===== src/rtl/cmd_pkg.sv =====
// cmd_pkg: shared FSM/owner encodings and field width for the command-path arbiter
package cmd_pkg;
  localparam int FW = 8;
  typedef enum logic [1:0] {ST_IDLE = 2'd0, ST_ISSUE = 2'd1, ST_WAIT = 2'd2, ST_DONE = 2'd3} state_t;
  typedef enum logic {OWN_A = 1'b0, OWN_B = 1'b1} owner_t;
endpackage


===== src/rtl/cmd_rr_pick.sv =====
// cmd_rr_pick: combinational two-way round-robin picker, a tie goes to the side that did not win last
module cmd_rr_pick
  import cmd_pkg::*;
(
  input  logic   req_a,
  input  logic   req_b,
  input  owner_t last_grant,
  output logic   grant_vld,
  output owner_t grant_id
);
  always_comb begin
    grant_vld = req_a | req_b;
    grant_id  = owner_t'(req_b & (~req_a | (last_grant == OWN_A)));
  end
endmodule


===== src/rtl/cmd_arbiter.sv =====
// cmd_arbiter: round-robin sequencer granting the shared command path to requester A or B and returning cmd_q after RESP_LAT cycles
module cmd_arbiter
  import cmd_pkg::*;
#(
  parameter int RESP_LAT = 2,
  parameter int CW       = 4
) (
  input  logic          clk_sys,
  input  logic          rst_n,
  input  logic [FW-1:0] a_dev,
  input  logic [FW-1:0] a_mod,
  input  logic [FW-1:0] a_addr,
  input  logic [FW-1:0] a_data,
  input  logic          a_req,
  output logic          a_ack,
  output logic [FW-1:0] a_q,
  input  logic [FW-1:0] b_dev,
  input  logic [FW-1:0] b_mod,
  input  logic [FW-1:0] b_addr,
  input  logic [FW-1:0] b_data,
  input  logic          b_req,
  output logic          b_ack,
  output logic [FW-1:0] b_q,
  output logic [FW-1:0] cmd_dev,
  output logic [FW-1:0] cmd_mod,
  output logic [FW-1:0] cmd_addr,
  output logic [FW-1:0] cmd_data,
  output logic          cmd_vld,
  input  logic [FW-1:0] cmd_q,
  output logic          busy
);
  state_t        state;
  owner_t        owner;
  owner_t        last_grant;
  owner_t        grant_id;
  logic          grant_vld;
  logic [CW-1:0] cnt;
  logic          pick_b;
  cmd_rr_pick u_pick (
    .req_a      (a_req),
    .req_b      (b_req),
    .last_grant (last_grant),
    .grant_vld  (grant_vld),
    .grant_id   (grant_id)
  );
  always_comb pick_b = grant_id == OWN_B;
  always_ff @(posedge clk_sys) begin
    if (!rst_n) begin
      state      <= ST_IDLE;
      owner      <= OWN_A;
      last_grant <= OWN_B;
      cnt        <= '0;
      cmd_dev    <= '0;
      cmd_mod    <= '0;
      cmd_addr   <= '0;
      cmd_data   <= '0;
      cmd_vld    <= 1'b0;
      a_ack      <= 1'b0;
      b_ack      <= 1'b0;
      a_q        <= '0;
      b_q        <= '0;
      busy       <= 1'b0;
    end else begin
      case (state)
        ST_IDLE:
          if (grant_vld) begin
            owner    <= grant_id;
            cmd_dev  <= pick_b ? b_dev  : a_dev;
            cmd_mod  <= pick_b ? b_mod  : a_mod;
            cmd_addr <= pick_b ? b_addr : a_addr;
            cmd_data <= pick_b ? b_data : a_data;
            cmd_vld  <= 1'b1;
            busy     <= 1'b1;
            state    <= ST_ISSUE;
          end
        ST_ISSUE: begin
          cmd_vld <= 1'b0;
          cnt     <= CW'(RESP_LAT - 1);
          state   <= ST_WAIT;
        end
        ST_WAIT:
          if (cnt == '0) begin
            if (owner == OWN_A) a_q <= cmd_q;
            else b_q <= cmd_q;
            a_ack <= owner == OWN_A;
            b_ack <= owner == OWN_B;
            state <= ST_DONE;
          end else begin
            cnt <= cnt - 1'b1;
          end
        ST_DONE: begin
          a_ack      <= 1'b0;
          b_ack      <= 1'b0;
          last_grant <= owner;
          busy       <= 1'b0;
          state      <= ST_IDLE;
        end
      endcase
    end
  end
endmodule


===== config.mk =====
export PLATFORM = sky130hd
export DESIGN_NAME = cmd_arbiter
export DESIGN_NICKNAME = d
export VERILOG_FILES = /design/src/rtl/cmd_pkg.sv /design/src/rtl/cmd_rr_pick.sv /design/src/rtl/cmd_arbiter.sv
export SDC_FILE = /design/constraint.sdc
export NUM_CORES = 1
export LEC_CHECK = 0
export CORE_UTILIZATION = 40
export DETAILED_ROUTE_END_ITERATION = 16
export PLACE_DENSITY = 0.89
export SKIP_CTS_REPAIR_TIMING = 1
export SYNTH_ARGS = -nofsm -noshare
export SYNTH_HDL_FRONTEND = slang
export SYNTH_HIERARCHICAL = 1
export SYNTH_SLANG_ARGS = --single-unit

===== constraint.sdc =====
create_clock -name clk_sys -period 1.8 [get_ports clk_sys]
set_input_delay 0.54 -clock clk_sys [delete_from_list [all_inputs] [get_ports clk_sys]]
set_output_delay 0.54 -clock clk_sys [all_outputs]
set_load 0.05 [all_outputs]

==> results.sh, run 1 <==
export IMPL_postRouteAntennaNets=0
export IMPL_final_max_slew_violation_count=0
export IMPL_hold_class="reg2reg"
export IMPL_seq_area_frac_synth=0.457
export IMPL_crit_type="in2reg"
export IMPL_drt_total_wl_mm=6.73
export IMPL_cts_root_buf="clkbuf_8"
export IMPL_power_density_nw_per_um2=1560
export IMPL_tightest_slew_ps=249
export IMPL_reg2reg_from="cnt[0]"
export IMPL_max_cap_violations=0
export IMPL_end_kind="flip-flop"
export IMPL_hold_violations=0
export IMPL_worstSetupStartpoint="a_req"
export IMPL_start_util=0.414
export IMPL_synth_cell_types=38
export IMPL_status="completed"
export IMPL_drt_iter0_markers=29
export IMPL_vias_per_cell=5.09
export IMPL_comb_power_share=0.496
export IMPL_ios=128
export IMPL_synthCells=275
export IMPL_die_width_um=83.1
export IMPL_antenna_cells=0
export IMPL_fin_crit_ps=1700
export IMPL_dp_hpwl_mm=5.02
export IMPL_area_delta_synth_final_pct=57.2
export IMPL_cts_buffer_depth=2
export IMPL_leakage_uw=0.00178
export IMPL_whs_ps=461
export IMPL_core_area_um2=6350
export IMPL_worstRegToRegCells=5
export IMPL_grt_max_degree=47
export IMPL_vias=2464
export IMPL_remaining_drc_errors=0
export IMPL_cp_required_ps=2030
export IMPL_setup_tns_ps=0
export IMPL_skew_ps=11.5
export IMPL_p_clk_frac=0.206
export IMPL_grt_usage=0.199
export IMPL_fp_dieH_um=83.1
export IMPL_worst_r2r_endpoint="a_ack"
export IMPL_yosysWarnings=6
export IMPL_ys_seq_elements=60
export IMPL_grt_pass1_wl_mm=11.1
export IMPL_regToRegSetupSlack_ps=110
export IMPL_vdd_ir_drop_max_uv=979
export IMPL_drive_gt1_frac=0.206
export IMPL_avgSynthCellArea_um2=9.56
export IMPL_nNetsFinal=483
export IMPL_fin_crit_sh=0.943
export IMPL_rsz0062_at_grt="no"
export IMPL_worstPathArrival_ps=1930
export IMPL_die_area_um2=6900
export IMPL_fp_row_count=29
export IMPL_synth_fp_nets=356
export IMPL_grt_pass1_vias=2430
export IMPL_avgRoutedWirePerCell_um=13.9
export IMPL_max_slew_margin=0.831
export IMPL_antenna_found_initial=0
export IMPL_internal_power_uw=3660
export IMPL_clk_latency_ps=330
export IMPL_setup_viol=0
export IMPL_max_freq_mhz=589
export IMPL_path_max_fanout=46
export IMPL_gp_congestion=0.718
export IMPL_swShare=0.432
export IMPL_seqPwrFrac=0.298
export IMPL_dp_cells=468
export IMPL_fin_cells=484
export IMPL_numClockSinks=60
export IMPL_start_kind="input pin"
export IMPL_clk_pin_slew_worst_paths_ps=70
export IMPL_htreeDepth=3
export IMPL_cts_tree="yes"
export IMPL_cts_buffers=9
export IMPL_port_buffers=127
export IMPL_syn_cell_area_um2=2630
export IMPL_power_switching_uw=2790
export IMPL_gr_total_overflow=0
export IMPL_drt_pass1_iter_count=4
export IMPL_endpoint="cmd_mod[6]"
==> cells by family (layout without fill, tap and decap cells) <==
logic type / Yosys count / in the layout / synth area share
AND/OR/NAND/NOR: 83 / 83 / 0.143
buffers and inverters: 29 / 161 / 0.0485
flip-flops: 60 / 60 / 0.457
adder cells (fa/ha/maj): 5 / 5 / 0.0238
multiplexers: 52 / 52 / 0.198
AO/OA/AOI/OAI: 46 / 46 / 0.130
==> metal layers <==
metal	track usage	vias to the layer above	part of all wire	wire, um
met5	0	-	0	0
met4	0.110	0	0.029	195
met3	0.0706	17	0.078	522
met2	0.329	100	0.48	3230
met1	0.222	1112	0.41	2780
li1	-	1235	-	-
==> cell type report <==
type	count	area, um2
Sequential cell	60	1200
Fill cell	500	2210
Timing Repair Buffer	139	1280
Clock buffer	12	145
Clock inverter	4	72.6
Inverter	6	22.5
Multi-Input combinational cell	186	1320
Tap cell	77	96.3
==> synthesized netlist by cell type, drive strengths merged <==
master | count | area, um2
buf | 12 | 62.6
o221a | 1 | 11.3
nand4b | 1 | 8.76
o31ai | 1 | 7.51
inv | 6 | 22.5
nor4 | 1 | 6.26
a211oi | 32 | 240
a41oi | 1 | 8.76
a21oi | 4 | 20.0
nand2 | 31 | 116
and3 | 1 | 6.26
nand2b | 1 | 6.26
o21ai | 1 | 5.00
nor3 | 2 | 15.0
o31a | 1 | 8.76
clkbuf | 11 | 42.5
nor2b | 1 | 6.26
or3b | 2 | 17.5
a31oi | 1 | 6.26
nor3b | 1 | 7.51
a31o | 1 | 8.76
and2 | 1 | 6.26
nor4bb | 1 | 10.0
and4b | 1 | 10.0
mux2i | 52 | 521
nand3 | 3 | 15.0
or2 | 1 | 6.26
nor2 | 33 | 124
dfxtp | 60 | 1200
a41o | 1 | 10.0
a21boi | 1 | 7.51
nand3b | 2 | 15.0
o21bai | 1 | 7.51
ha | 5 | 62.6
==> state kept, by name (all words and copies together), names as in the netlist <==
register	flops
cmd_dev	8
b_q	8
cmd_mod	8
state	2
a_q	8
cmd_data	8
cnt	4
cmd_addr	8
owner	1
b_ack	1
a_ack	1
busy	1
cmd_vld	1
last_grant	1
==> power groups by stage <==
stage / logic [uW] / registers [uW] / clock network, uW
finish: 3200 / 1920 / 1330
global route: 3440 / 1970 / 1430
CTS: 3220 / 1920 / 1360
detailed placement: 3210 / 1950 / 0
global placement: 3140 / 1930 / 0
floorplan: 1090 / 3030 / 0
==> through the flow <==
stage | instance area, um2 | utilization | power [uW] | setup slack, ps
after floorplan | 2630 | - | 4120 | 153
after detailed placement | 3920 | 0.617 | 5160 | -236
after global placement | 3920 | 0.617 | 5070 | -156
final | 4140 | 0.651 | 6450 | 103
after CTS | 4130 | 0.651 | 6500 | -4.64
after global routing | 4140 | 0.651 | 6840 | 1.01
==> placed cells by master (no fill, tap or decap), types with 2 or more instances in the layout <==
cell type,netlist,final
clkbuf_1,10,2
ha_1,5,5
buf_4,0,60
nor2_1,33,33
inv_1,6,6
nand3_1,3,3
nand3b_1,2,2
clkbuf_8,0,10
bufinv_16,0,2
buf_12,0,4
clkdlybuf4s50_1,0,75
a211oi_1,32,32
nand2_1,31,31
a21oi_1,4,4
mux2i_1,52,52
dfxtp_1,60,60
==> worst min path at each step <==
stage	endpoint	cells past startpoint	start
after floorplan	last_grant	2	last_grant
after global placement	a_q[0]	2	a_q[0]
after detailed placement	b_q[6]	2	b_q[6]
after CTS	b_q[5]	2	b_q[5]
after global routing	b_q[2]	2	b_q[2]
final	a_q[5]	2	a_q[5]
==> worst max-delay path, stage by stage <==
cell and delay [ps]:
clkdlybuf4s50_1 530, or2_1 150, and2_2 200, buf_12 210, nor2_1 70, a211oi_1 230
(Power assumes the default switching activity.)
==> run 2: changes to the inputs <==
--- a/config.mk
+++ b/config.mk
@@ -7,7 +7,7 @@
 export LEC_CHECK = 0
 export CORE_UTILIZATION = 40
 export DETAILED_ROUTE_END_ITERATION = 16
-export PLACE_DENSITY = 0.89
+export PLACE_DENSITY_LB_ADDON = 0.3
 export SKIP_CTS_REPAIR_TIMING = 1
 export SYNTH_ARGS = -nofsm -noshare
 export SYNTH_HDL_FRONTEND = slang
==> run 2 against run 1 <==
Net effect: wire length rose by 4.9%; sequential power barely moved; first-iteration DRC count rose to 2.6 times the previous value; count of clock-buffer cells in the layout did not move; hold slack improved by 0.80 ps; sequential share of layout area fell by 0.14 points; register-to-register slack got worse by 30 ps; clock power fell by 8%; power fell by 0.99%; highest routed layer unchanged.
==> results.sh, run 2 (synthesis gave the netlist of run 1 again) <==
export IMPL_drt_total_wl_mm=7.06
export IMPL_max_freq_mhz=582
export IMPL_final_common_cell="clkdlybuf4s50_1"
export IMPL_rsz0062_at_grt="no"
export IMPL_cts_buffers=9
export IMPL_swShare=0.440
export IMPL_comb_power_share=0.507
export IMPL_worstRegToRegCells=5
export IMPL_final_cell_mix="clkdlybuf4s50_1, buf_4, dfxtp_1, mux2i_1, nor2_1"
export IMPL_whs_ps=462
export IMPL_gr_total_overflow=0
export IMPL_hold_violations=0
export IMPL_dp_hpwl_mm=5.18
export IMPL_drive_gt1_frac=0.215
export IMPL_hold_class="reg2reg"
export IMPL_max_cap_violations=0
export IMPL_setup_viol=0
export IMPL_skew_ps=7.24
export IMPL_grt_max_degree=43
export IMPL_grt_pass1_vias=2379
export IMPL_hold_path_startpoint="a_q[4]"
export IMPL_port_buffers=127
export IMPL_path_max_fanout=7
export IMPL_power_density_nw_per_um2=1540
export IMPL_dp_slack_ps=-196
export IMPL_dpl_cell_area_um2=3950
export IMPL_p_clk_frac=0.192
export IMPL_htreeDepth=3
export IMPL_cts_root_buf="clkbuf_8"
export IMPL_reg2reg_from="cnt[0]"
export IMPL_nFillCells=522
export IMPL_antenna_cells=0
export IMPL_gp_congestion=0.737
export IMPL_final_max_slew_violation_count=0
export IMPL_tightest_slew_ps=254
export IMPL_min_to="a_q[4]"
export IMPL_start_kind="flip-flop"
export IMPL_numClockSinks=60
export IMPL_clk_latency_ps=330
export IMPL_clk_pin_slew_worst_paths_ps=70
export IMPL_cts_tree="yes"
export IMPL_vias_per_cell=5.09
export IMPL_power_switching_uw=2810
export IMPL_drt_iter0_markers=75
export IMPL_area_delta_synth_final_pct=58.0
export IMPL_drt_pass1_iter_count=4
export IMPL_regToRegSetupSlack_ps=80
export IMPL_postRouteAntennaNets=0
export IMPL_power_uw=6390
export IMPL_fin_ws_ps=82.0
export IMPL_cp_required_ps=2020
export IMPL_core_area_um2=6350
export IMPL_grt_pass1_wl_mm=11.2
export IMPL_fin_crit_sh=0.954
export IMPL_max_slew_margin=0.828
export IMPL_leakage_uw=0.00179
export IMPL_crit_type="reg2reg"
export IMPL_avgRoutedWirePerCell_um=14.5
export IMPL_hold_depth=2
export IMPL_internal_power_uw=3580
export IMPL_die_width_um=83.1
export IMPL_die_area_um2=6900
export IMPL_fin_crit_ps=1720
export IMPL_fp_row_count=29
export IMPL_end_kind="flip-flop"
export IMPL_status="completed"
export IMPL_grt_usage=0.205
export IMPL_vias=2478
export IMPL_vdd_ir_drop_max_uv=947
export IMPL_cts_buffer_depth=2
export IMPL_worstPathArrival_ps=1940
export IMPL_antenna_found_initial=0
export IMPL_ios=128
export IMPL_fp_dieH_um=83.1
export IMPL_seqPwrFrac=0.302
export IMPL_remaining_drc_errors=0
export IMPL_final_area_um2=4160
export IMPL_start_util=0.414
export IMPL_worst_r2r_endpoint="a_ack"
export IMPL_nNetsFinal=486
run 2: final cells by class:
type	instances	area (um2)	area share
Clock buffer	12	155	0.0373
Timing Repair Buffer	142	1320	0.317
Tap cell	77	96.3	0.0232
Clock inverter	4	47.5	0.0114
Sequential cell	60	1200	0.289
Multi-Input combinational cell	186	1320	0.317
Inverter	6	22.5	0.00542
run 2: how the worst max path moves through the flow:
stage	from	depth (start not counted)	slack, ps	endpoint
floorplan	b_req	6	150	cmd_dev[1]
global placement	a_req	6	-160	cmd_data[2]
detailed placement	a_req	6	-200	cmd_addr[4]
CTS	cnt[0]	5	50	b_ack
global route	cnt[0]	5	4	a_ack
finish	cnt[0]	5	80	a_ack
run 2: layer usage:
metal,wire length (um),up-vias,global-route usage
met5,0,-,0
met2,3390,86,0.332
met1,3100,1137,0.248
li1,-,1236,-
met4,201,0,0.119
met3,359,19,0.0507
run 2: worst max-delay path, cell delays in order (launching register included):
cell     delay, ps
dfxtp_1        330
inv_1           80
ha_1           210
or3b_1         490
and3_1         230
o31a_1         270
run 2: per-stage QoR:
step / TNS [ps] / std cells / utilization
global placement: -4650 / 471 / 0.622
detailed placement: -5580 / 471 / 0.622
finish: 0 / 487 / 0.654
floorplan: 0 / 275 / -
global route: 0 / 487 / 0.654
CTS: 0 / 487 / 0.654
run 2: power by group through the flow:
| stage | logic, uW | registers (uW) | clock network (uW) |
|---|---|---|---|
| 4_1_cts | 3250 | 1930 | 1250 |
| 2_1_floorplan | 1090 | 3030 | 0 |
| 3_5_place_dp | 3240 | 1950 | 0 |
| 6_report | 3240 | 1930 | 1220 |
| 5_1_grt | 3430 | 1970 | 1310 |
| 3_3_place_gp | 3180 | 1930 | 0 |
==> run 3: changes to the inputs <==
--- a/config.mk
+++ b/config.mk
@@ -6,6 +6,7 @@
 export NUM_CORES = 1
 export LEC_CHECK = 0
 export CORE_UTILIZATION = 40
+export CTS_CLUSTER_SIZE = 28
 export DETAILED_ROUTE_END_ITERATION = 16
 export PLACE_DENSITY_LB_ADDON = 0.3
 export SKIP_CTS_REPAIR_TIMING = 1
==> results of run 3 <==
Final layout, timing and power as in run 2 (identical DEF).
==> RTL edit, RTL diff (config.mk and constraints of run 2) <==
`CW`: 4 -> 3.
--- a/src/rtl/cmd_arbiter.sv
+++ b/src/rtl/cmd_arbiter.sv
@@ -4,5 +4,5 @@
 #(
   parameter int RESP_LAT = 2,
-  parameter int CW       = 4
+  parameter int CW       = 3
 ) (
   input  logic          clk_sys,
Behaviour: no difference found for any inputs over 10 cycles, from zero or initial values and one cycle with rst_n low; that may be too few to reach the edited logic, so the function may still have changed.
==> RTL edit against run 2 <==
  * Die area rose by 0.42%
  * Area after synthesis rose by 0.43%
  * Clock power fell by 4%
  * Setup slack improved by 0.043 ns
  * Register-to-register slack improved by 0.19 ns
  * Routed wire length fell by 4.6%
  * Final area fell by 0.60%
  * Critical path depth did not move
  * Sequential cell count fell by 1
  * Total power fell by 1.8%
  * Largest cell class is now buffers
==> RTL edit: results (changes against run 2) <==
[finish]
num_antenna_cells=0  ; unchanged
fin_nets=484  ; was 486
drive_gt1_frac=0.2315  ; was 0.2146

[cts]
h-tree-depth=3  ; unchanged
clkLatencyLatePin_ns=0.33  ; about the same
root_buffer=clkbuf_8  ; unchanged
cts-buffers-inserted=9  ; unchanged
cts.reportedPaths.clkPinSlew_ns=0.07  ; about the same
ctsLongestPathBuffers=2  ; unchanged

[worst_setup_path]
critPathArrivalTime_ns=1.88  ; was 1.94 ns
cp_max_fo=25  ; was 7

[global_routing]
grt_pass1_vias=2328  ; was 2379
grt_max_degree=26  ; was 43
antenna_found_initial=0  ; unchanged
grt_pass1_wl_um=11270  ; was 11210 um
grt_usage=0.2040  ; was 0.2053

[placed_design]
port_buffers=127  ; unchanged
gp_congestion=0.7035  ; was 0.7365
dp_hpwl_um=5096  ; was 5182 um
dpl_worst_slack_ns=-0.2339  ; was -0.1963 ns

[synthesis]
async_reset_ff_frac=0  ; unchanged
syn_nets=354  ; was 356
synth_common_cells=59 x dfxtp_1, 44 x mux2i_1, 42 x nor2_1  ; was 60 x dfxtp_1, 52 x mux2i_1, 33 x nor2_1
ys_top_cells_by_area=dfxtp_1 45%, mux2i_1 17%, a211oi_1 6.3%  ; was dfxtp_1 46%, mux2i_1 20%, a211oi_1 9.1%
ys_seq_area_frac=0.4472  ; was 0.4567
ys.flop_type=dfxtp_1  ; unchanged
ys_types=33  ; was 38
synth_warnings=6  ; unchanged

[outcome]
status=completed  ; unchanged

[sta]
tightest_slew_ns=0.3719  ; was 0.2541 ns
clock_skew_ns=0.007998  ; was 0.007236 ns

[route]
viasPerCell=4.857  ; was 5.088
drtIter0Drc=37  ; was 75
drt_first_pass_iters=4  ; unchanged
drt_wl_total_um=6731  ; was 7055 um

[power]
ir_drop_mv=0.9522  ; was 0.9473 mV
power_leakage_nw=1.687  ; was 1.792 nW

[min_path]
hold_path.class=flip-flop to flip-flop  ; unchanged

[RTL edit: final cells by class]
class	instances	area, um2
clock inverters	5	52.55
inverters	7	26.28
repair buffers	140	1326
clock buffers	11	141.4
flip-flops and latches	59	1181
fillers	551	2220
multi-input cells	184	1306
well taps	77	96.34
[RTL edit: layer usage]
layer	vias to the layer above	part of all wire	global-route usage
met5	-	0	0
met4	0	0.0070	0.06740
met3	4	0.072	0.06759
met2	83	0.48	0.3465
met1	1051	0.44	0.2416
li1	1208	-	-
[RTL edit: per-stage QoR]
step                      area [um2]  hold WS [ns]  utilization  std cells  setup TNS [ns]
after detailed placement        3936        0.4474       0.6199        467          -5.806
after global placement          3936        0.4433       0.6199        467          -4.547
final                           4130        0.4542       0.6504        483               0
after CTS                       4130        0.4570       0.6504        483               0
after global routing            4130        0.4743       0.6504        483               0
after floorplan                 2641        0.4387            -        271               0
[RTL edit: worst max-delay path: stages]
cell and delay [ns]:
clkdlybuf4s50_1 0.50, a21boi_4 0.22, buf_12 0.23, mux2i_1 0.29
a211oi_2 0.10
[RTL edit: final timing paths]
path / start / slack, ns / endpoint / depth (start not counted)
max: b_req / 0.13 / cmd_data[6]$_SDFFE_PN0P_ / 5
min: b_q[4]$_SDFFE_PN0P_ / 0.45 / b_q[4]$_SDFFE_PN0P_ / 2
max reg2reg: state[0]$_SDFFE_PN0P_ / 0.27 / a_q[7]$_SDFFE_PN0P_ / 6
min reg2reg: b_q[4]$_SDFFE_PN0P_ / 0.45 / b_q[4]$_SDFFE_PN0P_ / 2
[RTL edit: where the power goes]
group          switching, mW  total [mW]  internal, mW
Clock                  0.502        1.17         0.670
Combinational           2.02        3.22          1.20
Sequential             0.216        1.88          1.67
[RTL edit: cells by family after synthesis]
| logic type | share of synthesized area |
|---|---|
| flip-flops | 0.4472 |
| multiplexers | 0.1710 |
| adder cells (fa/ha/maj) | 0.03316 |
| AO/OA/AOI/OAI | 0.1630 |
| buffers and inverters | 0.06300 |
| AND/OR/NAND/NOR | 0.1227 |
